$ cat src/rtl/factor_checker_div_step.sv
// One restoring-division step: shift in the next dividend bit, subtract the divisor if it fits.
module factor_checker_div_step #(
    parameter int unsigned P_W = 32
) (
    input  logic [P_W-1:0] partial,
    input  logic           n_bit,
    input  logic [P_W-1:0] divisor,
    output logic [P_W-1:0] partial_next,
    output logic           q_bit
);

    logic [P_W:0] shifted;

    // partial < divisor on entry, so the shifted value fits in P_W+1 bits and the result in P_W.
    always_comb begin
        shifted      = {partial, n_bit};
        q_bit        = (shifted >= {1'b0, divisor});
        partial_next = q_bit ? P_W'(shifted - {1'b0, divisor}) : shifted[P_W-1:0];
    end

endmodule

$ cat config.mk
export PLATFORM = sky130hd
export DESIGN_NAME = factor_checker_div_step
export DESIGN_NICKNAME = d
export VERILOG_FILES = /design/src/rtl/factor_checker_div_step.sv
export SDC_FILE = /design/constraint.sdc
export NUM_CORES = 1
export LEC_CHECK = 0
export CAP_MARGIN = 30
export CELL_PAD_IN_SITES_DETAIL_PLACEMENT = 0
export CELL_PAD_IN_SITES_GLOBAL_PLACEMENT = 1
export CORE_UTILIZATION = 28
export DETAILED_ROUTE_END_ITERATION = 6
export PLACE_DENSITY = 0.91
export SLEW_MARGIN = 20
export SYNTH_ARGS = -nofsm -noshare
export SYNTH_HDL_FRONTEND = slang
export SYNTH_SLANG_ARGS = --single-unit
export TNS_END_PERCENT = 20
$ cat constraint.sdc
create_clock -name vclk -period 3.4
set_clock_uncertainty 0.2 [all_clocks]
set_input_delay 0.51 -clock vclk [all_inputs]
set_output_delay 0.51 -clock vclk [all_outputs]
set_load 0.02 [all_outputs]
* Word level (Yosys, flattened, before mapping) *
Index checks and enable logic that the tools add are counted.

cells by class
  $add $sub $neg = 1
  $lt $le $gt $ge = 1
  multiplexer cells = 1

operators by type and width
  operator                                      number
  greater-or-equal comparator 33 x 32 -> 1 bit  1
  two-way mux 32 bit                            1
  subtractor 32 bit                             1

word-level totals
  register bits after elaboration = 0
  word-level logic and storage cells = 3
  input port bits = 65

* Longest topological paths before layout *
Gate-level depths: netlist of the first run.

  depth after elaboration = 2
  gate-level depth with buffers = 14
  gate-level depth less buffers = 11

* Worst setup path before layout of the first run *
No wires, ideal clock.

  kind = input-to-output
  start = input divisor[7]
  end = output partial_next[31]
  stages on the path = 10
  data arrival time = 3195 ps
  data required time = 2690 ps
  setup slack = -505 ps
  path through = inv_1 -> ha_1 -> a21oi_2 -> a211oi_1 -> or3_4 -> nor4b_4 -> and2b_1 -> a31o_2 -> and3_1 -> o41ai_1

on the way
  word-level cells in the longest chain between the ends = 2
  elaborated cells on any way between the ends = 3

RTL lines
  what                                                                               line    RTL
  start, declared                                                                    7       input logic [P_W-1:0] divisor,
  subtractor 32 bit or greater-or-equal comparator 33 x 32 -> 1 bit (tied branches)  18, 17
  two-way mux 32 bit *                                                               18      partial_next = q_bit ? P_W'(shifted - {1'b0, divisor}) : shifted[P_W-1:0];
  end, declared                                                                      8       output logic [P_W-1:0] partial_next,

Mark *: on every way between the ends. The rest lies on a longest branch, timed or not.

* Worst setup path in the final report of the first run *
  start = input divisor[17]
  end = output partial_next[17]

Same word-level chain as after synthesis.

==> results of run 1 <==
==> cell families (layout without fill, tap and decap cells) <==
kind of cell / count (synthesis) / in the layout
AND/OR/NAND/NOR: 89 / 89
AO/OA/AOI/OAI: 89 / 89
buffers and inverters: 54 / 275
adder cells (fa/ha/maj): 33 / 33
XOR/XNOR: 26 / 26
multiplexers: 32 / 32
==> routing by layer <==
| layer | part of all wire (%) | wire length [um] | global-route usage, % |
|---|---|---|---|
| met3 | 4.0 | 395 | 0.976 |
| met2 | 54 | 5350 | 41.2 |
| met1 | 41 | 4050 | 24.8 |
| met5 | 0 | 0 | 0 |
| met4 | 1.9 | 194 | 2.69 |
==> placed cells by master (no fill, tap or decap), types with 17 or more instances in the layout <==
| cell type | n |
|---|---|
| buf_4 | 128 |
| inv_2 | 23 |
| clkdlybuf4s50_1 | 17 |
| nor2_1 | 21 |
| ha_4 | 29 |
| dlygate4sd2_1 | 24 |
| xnor2_1 | 17 |
| a21oi_1 | 17 |
| nand2_1 | 19 |
| mux2_4 | 19 |
| buf_6 | 37 |
==> path summary, 6_finish.rpt <==
check | cells after the start | to | slack, ns
min | 3 | partial_next[7] | 1.14
max | 14 | partial_next[17] | -0.34
==> timing repair <==
| action | in CTS | in global routing |
|---|---|---|
| resized for setup | 362 | 76 |
| hold buffers | 0 | 0 |
| setup endpoints to repair | 33 | 33 |
| pin swaps | 55 | 43 |
| hold endpoints to repair | 0 | 0 |
| buffers inserted | 23 | 14 |
| gates cloned | 2 | 0 |
==> synth_stat cells (all sizes together), types with 6 or more instances <==
master / count / area [sq um]
ha: 32 / 400
nor3: 6 / 30.0
xor2: 8 / 70.1
a21oi: 27 / 139
nand2: 24 / 90.1
nand3: 7 / 35.0
a21o: 9 / 67.6
nor2b: 6 / 37.5
nand4: 9 / 56.3
a31oi: 6 / 52.6
xnor2: 18 / 158
o21ai: 14 / 73.8
nor2: 23 / 86.3
clkbuf: 9 / 33.8
inv: 41 / 154
mux2: 29 / 360
==> cell type report <==
cell class | instances | area (sq um)
Timing Repair Buffer | 234 | 2030
Inverter | 41 | 179
Multi-Input combinational cell | 269 | 2820
Fill cell | 613 | 2730
Tap cell | 102 | 128
==> where the power goes <==
part           internal [mW]  switching (mW)
combinational          0.697           0.563
sequential                 0               0
clock                      0               0
==> stage by stage <==
| step | std cells | worst slack [ns] | power (mW) | utilization [%] | area, sq um |
|---|---|---|---|---|---|
| floorplan | 323 | -0.182 | 0.546 | - | 2430 |
| detailed placement | 611 | -1.24 | 1.01 | 53.6 | 4230 |
| global placement | 611 | -1.20 | 0.996 | 53.6 | 4230 |
| finish | 646 | -0.335 | 1.26 | 65.4 | 5160 |
| CTS | 636 | -0.376 | 1.14 | 61.7 | 4870 |
| global route | 646 | -0.406 | 1.33 | 65.4 | 5160 |
==> flow_metrics.py, run 1 <==
metrics = {
    "floorplan": {
        "die_w_um": 93.2,
        "dieArea_sq_um": 8690,
        "die_h_um": 93.2,
        "core_sq_um": 7890,
        "io_pins": 98,
        "fp-row-count": 32,
        "start_util_pct": 29.6,
    },
    "routing": {
        "first_pass_iters": 4,
        "first_iter_violations": 99,
        "routed_wl_um": 9990,
        "drc": 0,
        "viasPerCell": 5.07,
        "ant_nets": 0,
        "wire_per_inst_um": 15.5,
        "vias": 3273,
    },
    "worst_hold_path": {
        "worstHoldStart": "partial[6]",
        "min_path_type": "in -> out",
    },
    "grt": {
        "grt_start_max_net_pins": 9,
        "antenna_found_initial": 0,
        "overflow": 0,
        "gr-usage-all-layers_pct": 20.7,
        "grt_pass1_wl_um": 15000,
        "grt_pass1_vias": 3382,
    },
    "power": {
        "leakagePower_nw": 2.48,
        "p_per_area_nw_per_um2": 244,
        "max-vdd-ir-drop_mv": 0.169,
    },
    "place": {
        "place_congestion": 0.855,
        "dp_hpwl_um": 6730,
        "port_buffers": 98,
    },
    "yosys": {
        "synthesis.area_sq_um": 2330,
        "ys_seq_area_share_pct": 0,
        "yosysWarningCount": 0,
        "synthXorXnorAreaFrac_pct": 9.77,
        "synth.area.mux_share_pct": 16.7,
        "avgSynthCellArea_sq_um": 7.22,
        "yosys.area_share.simple_pct": 19.4,
        "synth_top_family_by_area": "compound AO/OA/AOI/OAI gates",
        "yosysUniqueCellTypes": 50,
        "syn_inst": 323,
        "synthAdderAreaFrac_pct": 18.0,
        "synth-compound-area-share_pct": 26.2,
        "syn-num-nets": 421,
    },
    "sta": {
        "hold_violations": 0,
        "tightest_slew_ns": 0.538,
        "slew_headroom_pct": 63.8,
        "grt_setup_unrepaired": "true",
        "setup_viol": 33,
        "period_share_pct": 110,
        "whs_ns": 1.14,
        "fin_tns_setup_ns": -9.82,
        "final.min_clock_period_ns": 3.74,
        "drv_slew": 0,
        "max_freq_mhz": 268,
        "worst_slack_ns": -0.335,
    },
    "setup_path": {
        "critical_path_class": "in -> out",
        "critPathLaunchType": "primary input",
        "cp_top_family": "buffers and inverters",
        "crit_arrival_ns": 3.03,
        "end_kind": "output port",
        "slowest_delay_ns": 0.45,
        "cp_max_fo": 8,
        "critPathRequiredTime_ns": 2.69,
        "cpMaxStageDelayCell": "clkdlybuf4s50_1",
        "crit_start": "divisor[17]",
        "crit_buf_inv": 6,
        "crit_chain": "clkdlybuf4s50_1 -> inv_1 -> ha_4 -> buf_4 -> nand2_1 -> nor2_2 -> nand3_2 -> o21ai_2 -> a31oi_4 -> o21a_4 -> inv_8 -> buf_12 -> mux2_2 -> buf_6",
    },
    "layout": {
        "fin_nets": 644,
        "seq_cells": 0,
        "drive_above_1_share_pct": 60.1,
        "clkbuf_count": 0,
        "area_growth_pct": 121,
        "n_antenna_cell": 0,
        "ff_latch_area_sq_um": 0,
    },
    "outcome": {
        "outcome": "complete, but fails checks",
        "violations": "negative setup slack",
    },
    "flow_run": {
        "cap_violations": 0,
    },
}
(Power assumes the default switching activity.)
==> run 2: changes to the inputs <==
- CORE_UTILIZATION: 28 -> 31
- PLACE_DENSITY: 0.91 -> 0.95
- clock period: 3.4 -> 4.3 ns (I/O delays scaled with it)
==> flow_metrics.py, run 2 (synthesis gave the netlist of run 1 again) <==
metrics = {
    "outcome": {
        "outcome": "complete, no violations",
    },
    "floorplan": {
        "start_util_pct": 32.1,
        "io_pins": 98,
        "die_h_um": 88.7,
        "die_w_um": 88.7,
        "dieArea_sq_um": 7870,
        "core_sq_um": 7250,
        "fp-row-count": 31,
    },
    "power": {
        "power.switching_uw": 385,
        "swShare_pct": 45.9,
        "leakagePower_nw": 2.30,
        "power_uw": 840,
        "max-vdd-ir-drop_mv": 0.0867,
        "cellInternalPower_uw": 455,
        "pwr-share-seq_pct": 0,
        "pwr-share-comb_pct": 100.0,
        "clock_power_share_pct": 0,
        "p_per_area_nw_per_um2": 183,
    },
    "flow_run": {
        "cap_violations": 0,
    },
    "setup_path": {
        "crit_chain": "clkdlybuf4s50_1 -> inv_2 -> ha_4 -> buf_4 -> nand4_1 -> buf_4 -> nor4_1 -> o211ai_1 -> o2111ai_2 -> a31o_2 -> a21oi_2 -> xnor2_1 -> mux2_4 -> buf_6",
        "cpMaxStageDelayCell": "clkdlybuf4s50_1",
        "slowest_delay_ns": 0.48,
        "crit_buf_inv": 5,
        "cp_max_fo": 3,
        "crit_start": "divisor[16]",
        "crit_arrival_ns": 3.36,
        "critPathLaunchType": "primary input",
        "cp_common_cell": "buf_4",
        "critPathRequiredTime_ns": 3.45,
        "critical_path_class": "in -> out",
        "end_kind": "output port",
        "cp_top_family": "buffers and inverters",
    },
    "clock_network": {
        "cts_hold_buf": 0,
    },
    "routing": {
        "ant_nets": 0,
        "first_iter_violations": 95,
        "drc": 0,
        "first_pass_iters": 4,
        "routed_wl_um": 8630,
        "wire_per_inst_um": 13.9,
        "viasPerCell": 5.02,
        "vias": 3122,
    },
    "worst_hold_path": {
        "min_path_type": "in -> out",
        "worstHoldStart": "partial[4]",
    },
    "sta": {
        "slew_headroom_pct": 73.0,
        "hold_violations": 0,
        "setup_viol": 0,
        "fin_tns_setup_ns": 0,
        "final.min_clock_period_ns": 4.21,
        "max_freq_mhz": 238,
        "drv_slew": 0,
        "period_share_pct": 97.8,
        "tightest_slew_ns": 0.401,
    },
    "layout": {
        "drive_above_1_share_pct": 46.5,
        "clkbuf_count": 0,
        "n_antenna_cell": 0,
        "layout_common_cells": "110 x buf_4, 41 x clkdlybuf4s50_1, 28 x inv_1",
        "ff_latch_area_sq_um": 0,
        "final_common_cell": "buf_4",
        "area_growth_pct": 96.4,
        "fin_nets": 623,
        "seq_cells": 0,
    },
    "grt": {
        "overflow": 0,
        "grt_pass1_vias": 3011,
        "antenna_found_initial": 0,
        "grt_start_max_net_pins": 16,
        "gr-usage-all-layers_pct": 19.7,
        "grt_pass1_wl_um": 12800,
    },
    "place": {
        "dp_hpwl_um": 6440,
        "port_buffers": 98,
        "place_congestion": 0.884,
    },
}
==> run 2: metal layers <==
metal	global-route usage, %	up-vias	share of wire [%]
met4	3.96	0	1.5
met2	37.9	98	52
li1	-	1555	-
met1	24.0	1457	42
met3	1.21	12	4.7
met5	0	-	0
==> run 2: timing repair <==
item                                    4_1_cts  5_1_grt
endpoints found under the setup margin       33       33
pin swaps                                    15       32
buffers inserted                              5       12
gates resized for setup                     134      111
gates cloned                                  1        1
==> run 2: stage by stage <==
stage / area, sq um / hold slack (ns) / instances / setup WS [ns] / utilization, %
final: 4580 / 1.50 / 622 / 0.0929 / 63.1
after global routing: 4580 / 1.53 / 622 / -0.0225 / 63.1
after CTS: 4240 / 1.76 / 609 / -0.0876 / 58.5
after detailed placement: 4110 / 2.16 / 603 / -0.643 / 56.6
after global placement: 4110 / 2.15 / 603 / -0.624 / 56.6
after floorplan: 2330 / 1.25 / 323 / 0.125 / -
==> run 2: area by class of cell <==
| type | instances | area [sq um] |
|---|---|---|
| well taps | 99 | 124 |
| fillers | 626 | 2680 |
| multi-input cells | 269 | 2420 |
| repair buffers | 213 | 1870 |
| inverters | 41 | 161 |
==> run 2: power by group through the flow <==
stage               registers (mW)  logic (mW)  clock network, mW
floorplan                        0       0.419                  0
global placement                 0       0.768                  0
detailed placement               0       0.777                  0
CTS                              0       0.774                  0
global route                     0       0.901                  0
finish                           0       0.840                  0
==> run 2: final timing paths <==
check	endpoint	slack, ns	cells after the start
hold / removal	partial_next[5]	1.50	3
setup / recovery	partial_next[28]	0.09	14
==> run 2: worst min-delay path, stage by stage <==
cell	delay (ns)
dlymetal6s2s_1	0.11
mux2_2	0.15
buf_2	0.15
==> run 3: changes to the inputs <==
- clock period: 4.3 -> 4.6 ns (I/O delays scaled with it)
==> flow_metrics.py, run 3 (synthesis gave the netlist of run 1 again) <==
metrics = {
    "power": {
        "max-vdd-ir-drop_mv": 0.0775,
        "power_uw": 686,
        "leakagePower_nw": 1.95,
        "p_per_area_nw_per_um2": 171,
    },
    "setup_path": {
        "critPathLaunchType": "primary input",
        "cp_max_fo": 14,
        "critPathRequiredTime_ns": 3.71,
        "critical_path_class": "in -> out",
        "crit_arrival_ns": 3.60,
        "end_kind": "output port",
    },
    "clock_network": {
        "cts_hold_buf": 0,
    },
    "sta": {
        "slew_headroom_pct": 74.4,
        "fin_tns_setup_ns": 0,
        "setup_viol": 0,
        "hold_violations": 0,
        "final.min_clock_period_ns": 4.49,
        "max_freq_mhz": 222,
        "tightest_slew_ns": 0.380,
        "drv_slew": 0,
        "grt_setup_unrepaired": "true",
        "period_share_pct": 97.7,
    },
    "grt": {
        "overflow": 0,
        "grt_start_max_net_pins": 16,
        "grt_pass1_vias": 2852,
        "grt_pass1_wl_um": 12200,
        "gr-usage-all-layers_pct": 18.7,
        "antenna_found_initial": 0,
    },
    "routing": {
        "first_pass_iters": 4,
        "dr_wl_met3_um": 327,
        "ant_nets": 0,
        "vias": 2928,
        "routed_wl_um": 7560,
        "viasPerCell": 5.03,
        "drt-met1-wl_um": 3380,
        "wire_per_inst_um": 13.0,
        "drc": 0,
        "met2_length_um": 3690,
        "top_layer_used": "met4",
        "first_iter_violations": 85,
    },
    "layout": {
        "seq_cells": 0,
        "area_growth_pct": 71.8,
        "fin_nets": 583,
        "ff_latch_area_sq_um": 0,
        "n_antenna_cell": 0,
        "layout_common_cells": "74 x buf_4, 59 x clkdlybuf4s50_1, 39 x inv_1",
        "clkbuf_count": 0,
        "drive_above_1_share_pct": 33.1,
        "final_common_cell": "buf_4",
        "final_area_sq_um": 4000,
    },
    "floorplan": {
        "dieArea_sq_um": 7870,
        "core_sq_um": 7250,
        "start_util_pct": 32.1,
        "fp-row-count": 31,
        "io_pins": 98,
        "die_h_um": 88.7,
        "die_w_um": 88.7,
    },
    "place": {
        "dp_hpwl_um": 6360,
        "place_congestion": 0.852,
        "placedInstanceArea_sq_um": 3920,
        "port_buffers": 98,
    },
    "flow_run": {
        "cap_violations": 0,
    },
    "worst_hold_path": {
        "min_path_type": "in -> out",
    },
    "outcome": {
        "outcome": "complete, no violations",
    },
}
-- run 3: final cells by class --
class / count / area (sq um)
Multi-Input combinational cell: 269 / 2250
Timing Repair Buffer: 173 / 1480
Fill cell: 706 / 3250
Inverter: 41 / 154
Tap cell: 99 / 124
-- run 3: routing by layer --
metal	vias up	track usage (%)
li1	1484	-
met1	1341	23.6
met2	89	34.2
met3	14	1.40
met4	0	4.25
met5	-	0
-- run 3: timing repair --
action	in CTS	in global routing
gates cloned	0	0
pin swaps	4	12
gates resized for setup	86	42
endpoints found under the setup margin	33	33
setup buffers	1	3
-- run 3: worst paths after layout --
check	start	to	slack (ns)	cells after the start
worst max-delay path	partial[11]	partial_next[12]	0.11	13
worst min-delay path	partial[10]	partial_next[11]	1.67	3
-- run 3: report_power, final --
group          leakage [nW]  switching (mW)  internal [mW]
registers                 0               0              0
clock network             0               0              0
logic                  1.95           0.328          0.358
-- run 3: worst max-delay path: stages --
cell	delay, ns
clkdlybuf4s50_1	0.53
ha_4	0.22
nand4_1	0.14
a211oi_2	0.05
or3_4	0.40
nor4b_4	0.33
o21ai_2	0.11
a31oi_4	0.17
o21a_4	0.18
inv_2	0.07
buf_12	0.15
mux2_2	0.27
clkdlybuf4s15_1	0.28
-- run 3: stage by stage --
| stage | cells | hold slack, ns | worst slack, ns | utilization, % |
|---|---|---|---|---|
| 2_1_floorplan | 323 | 1.34 | 0.335 | - |
| 3_3_place_gp | 578 | 2.24 | -0.410 | 54.0 |
| 6_report | 582 | 1.67 | 0.105 | 55.2 |
| 5_1_grt | 582 | 1.69 | -0.00816 | 55.2 |
| 3_5_place_dp | 578 | 2.27 | -0.462 | 54.0 |
| 4_1_cts | 579 | 1.91 | 0.00222 | 54.6 |
==> variant: new RTL, config.mk and constraints of run 3 <==
`P_W`: 32 -> 64.
--- a/src/rtl/factor_checker_div_step.sv
+++ b/src/rtl/factor_checker_div_step.sv
@@ -1,6 +1,6 @@
 // One restoring-division step: shift in the next dividend bit, subtract the divisor if it fits.
 module factor_checker_div_step #(
-    parameter int unsigned P_W = 32
+    parameter int unsigned P_W = 64
 ) (
     input  logic [P_W-1:0] partial,
     input  logic           n_bit,
Ports: changed (resized divisor, partial and partial_next); port bits go from 98 to 194. The function was not compared with the original's and may differ.
==> variant against run 3 <==
  * The flow now finishes with violations (setup timing)
  * Area after synthesis increased by 110%
  * Worst setup slack lost 330 ps
  * Wire length increased to 3.1 times the old value
  * Cell area rose to 2.6 times the old value
  * Combinational power increased to 2.7 times the old value
  * Final cell count up 140%
  * Critical endpoint is now partial_next[53]
  * Power rose to 2.7 times the old value
==> variant: results (changes against run 3) <==
violated checks=setup timing; first-pass GRT wire length=35200 microns (+190%); routed vias=7297 (+150%); vias per cell=5.22 (+3.8%); Pwr Total=1.83 mW (+170%); dpl cells=1329 (+130%); Netlist cell types=61 (+22%); GPL Wtd Cong=0.939 (+10%); dpl ws=-1210 ps (-744 ps); crit path DAT=3930 ps (+330 ps); final worst slack=-224 ps (-330 ps); status=complete, but fails checks; CP max FO=2 (-12); IO Port Bufs=194 (+98%); total track usage=0.264 (+0.0774); sequential cells=0 (unchanged); M3 GR Usage=0.0209 (+0.00688); Worst slew margin=0.685 (-0.0591); Routed WL=23400 microns (+210%); Fill cells=1172 (+66%); endpoints failing setup=63 (+63); syn nets=915 (+120%); Hold Path End=partial_next[30]; HP Start=partial[29]; pin count of the biggest net entering global routing=18 (+2); First-pass DRT Iterations=5 (+1); Yosys top cell area share=0.163 (-0.00904); metal3 WL=1200 microns (+270%); dpl hpwl=16200 microns (+160%); GR Layer Usage met1=0.317 (+0.0812)
variant: cells by family after synthesis:
logic type               synth area share
AND/OR/NAND/NOR                     0.178
AO/OA/AOI/OAI                       0.307
multiplexers                        0.143
adder cells (fa/ha/maj)             0.167
buffers and inverters              0.0997
XOR/XNOR                            0.105
variant: worst max-delay path by stage:
stage | startpoint | endpoint | cells past startpoint
floorplan | divisor[34] | partial_next[0] | 13
global placement | divisor[1] | partial_next[15] | 16
detailed placement | divisor[1] | partial_next[15] | 16
CTS | divisor[20] | partial_next[43] | 19
global route | divisor[43] | partial_next[53] | 21
finish | divisor[43] | partial_next[53] | 21
variant: layout make-up:
class                           instances  area (sq um)  area share
Timing Repair Buffer                  497          4190       0.404
Inverter                               85           324      0.0313
Antenna cell                            1          2.50    0.000242
Tap cell                              211           264      0.0255
Multi-Input combinational cell        603          5580       0.539
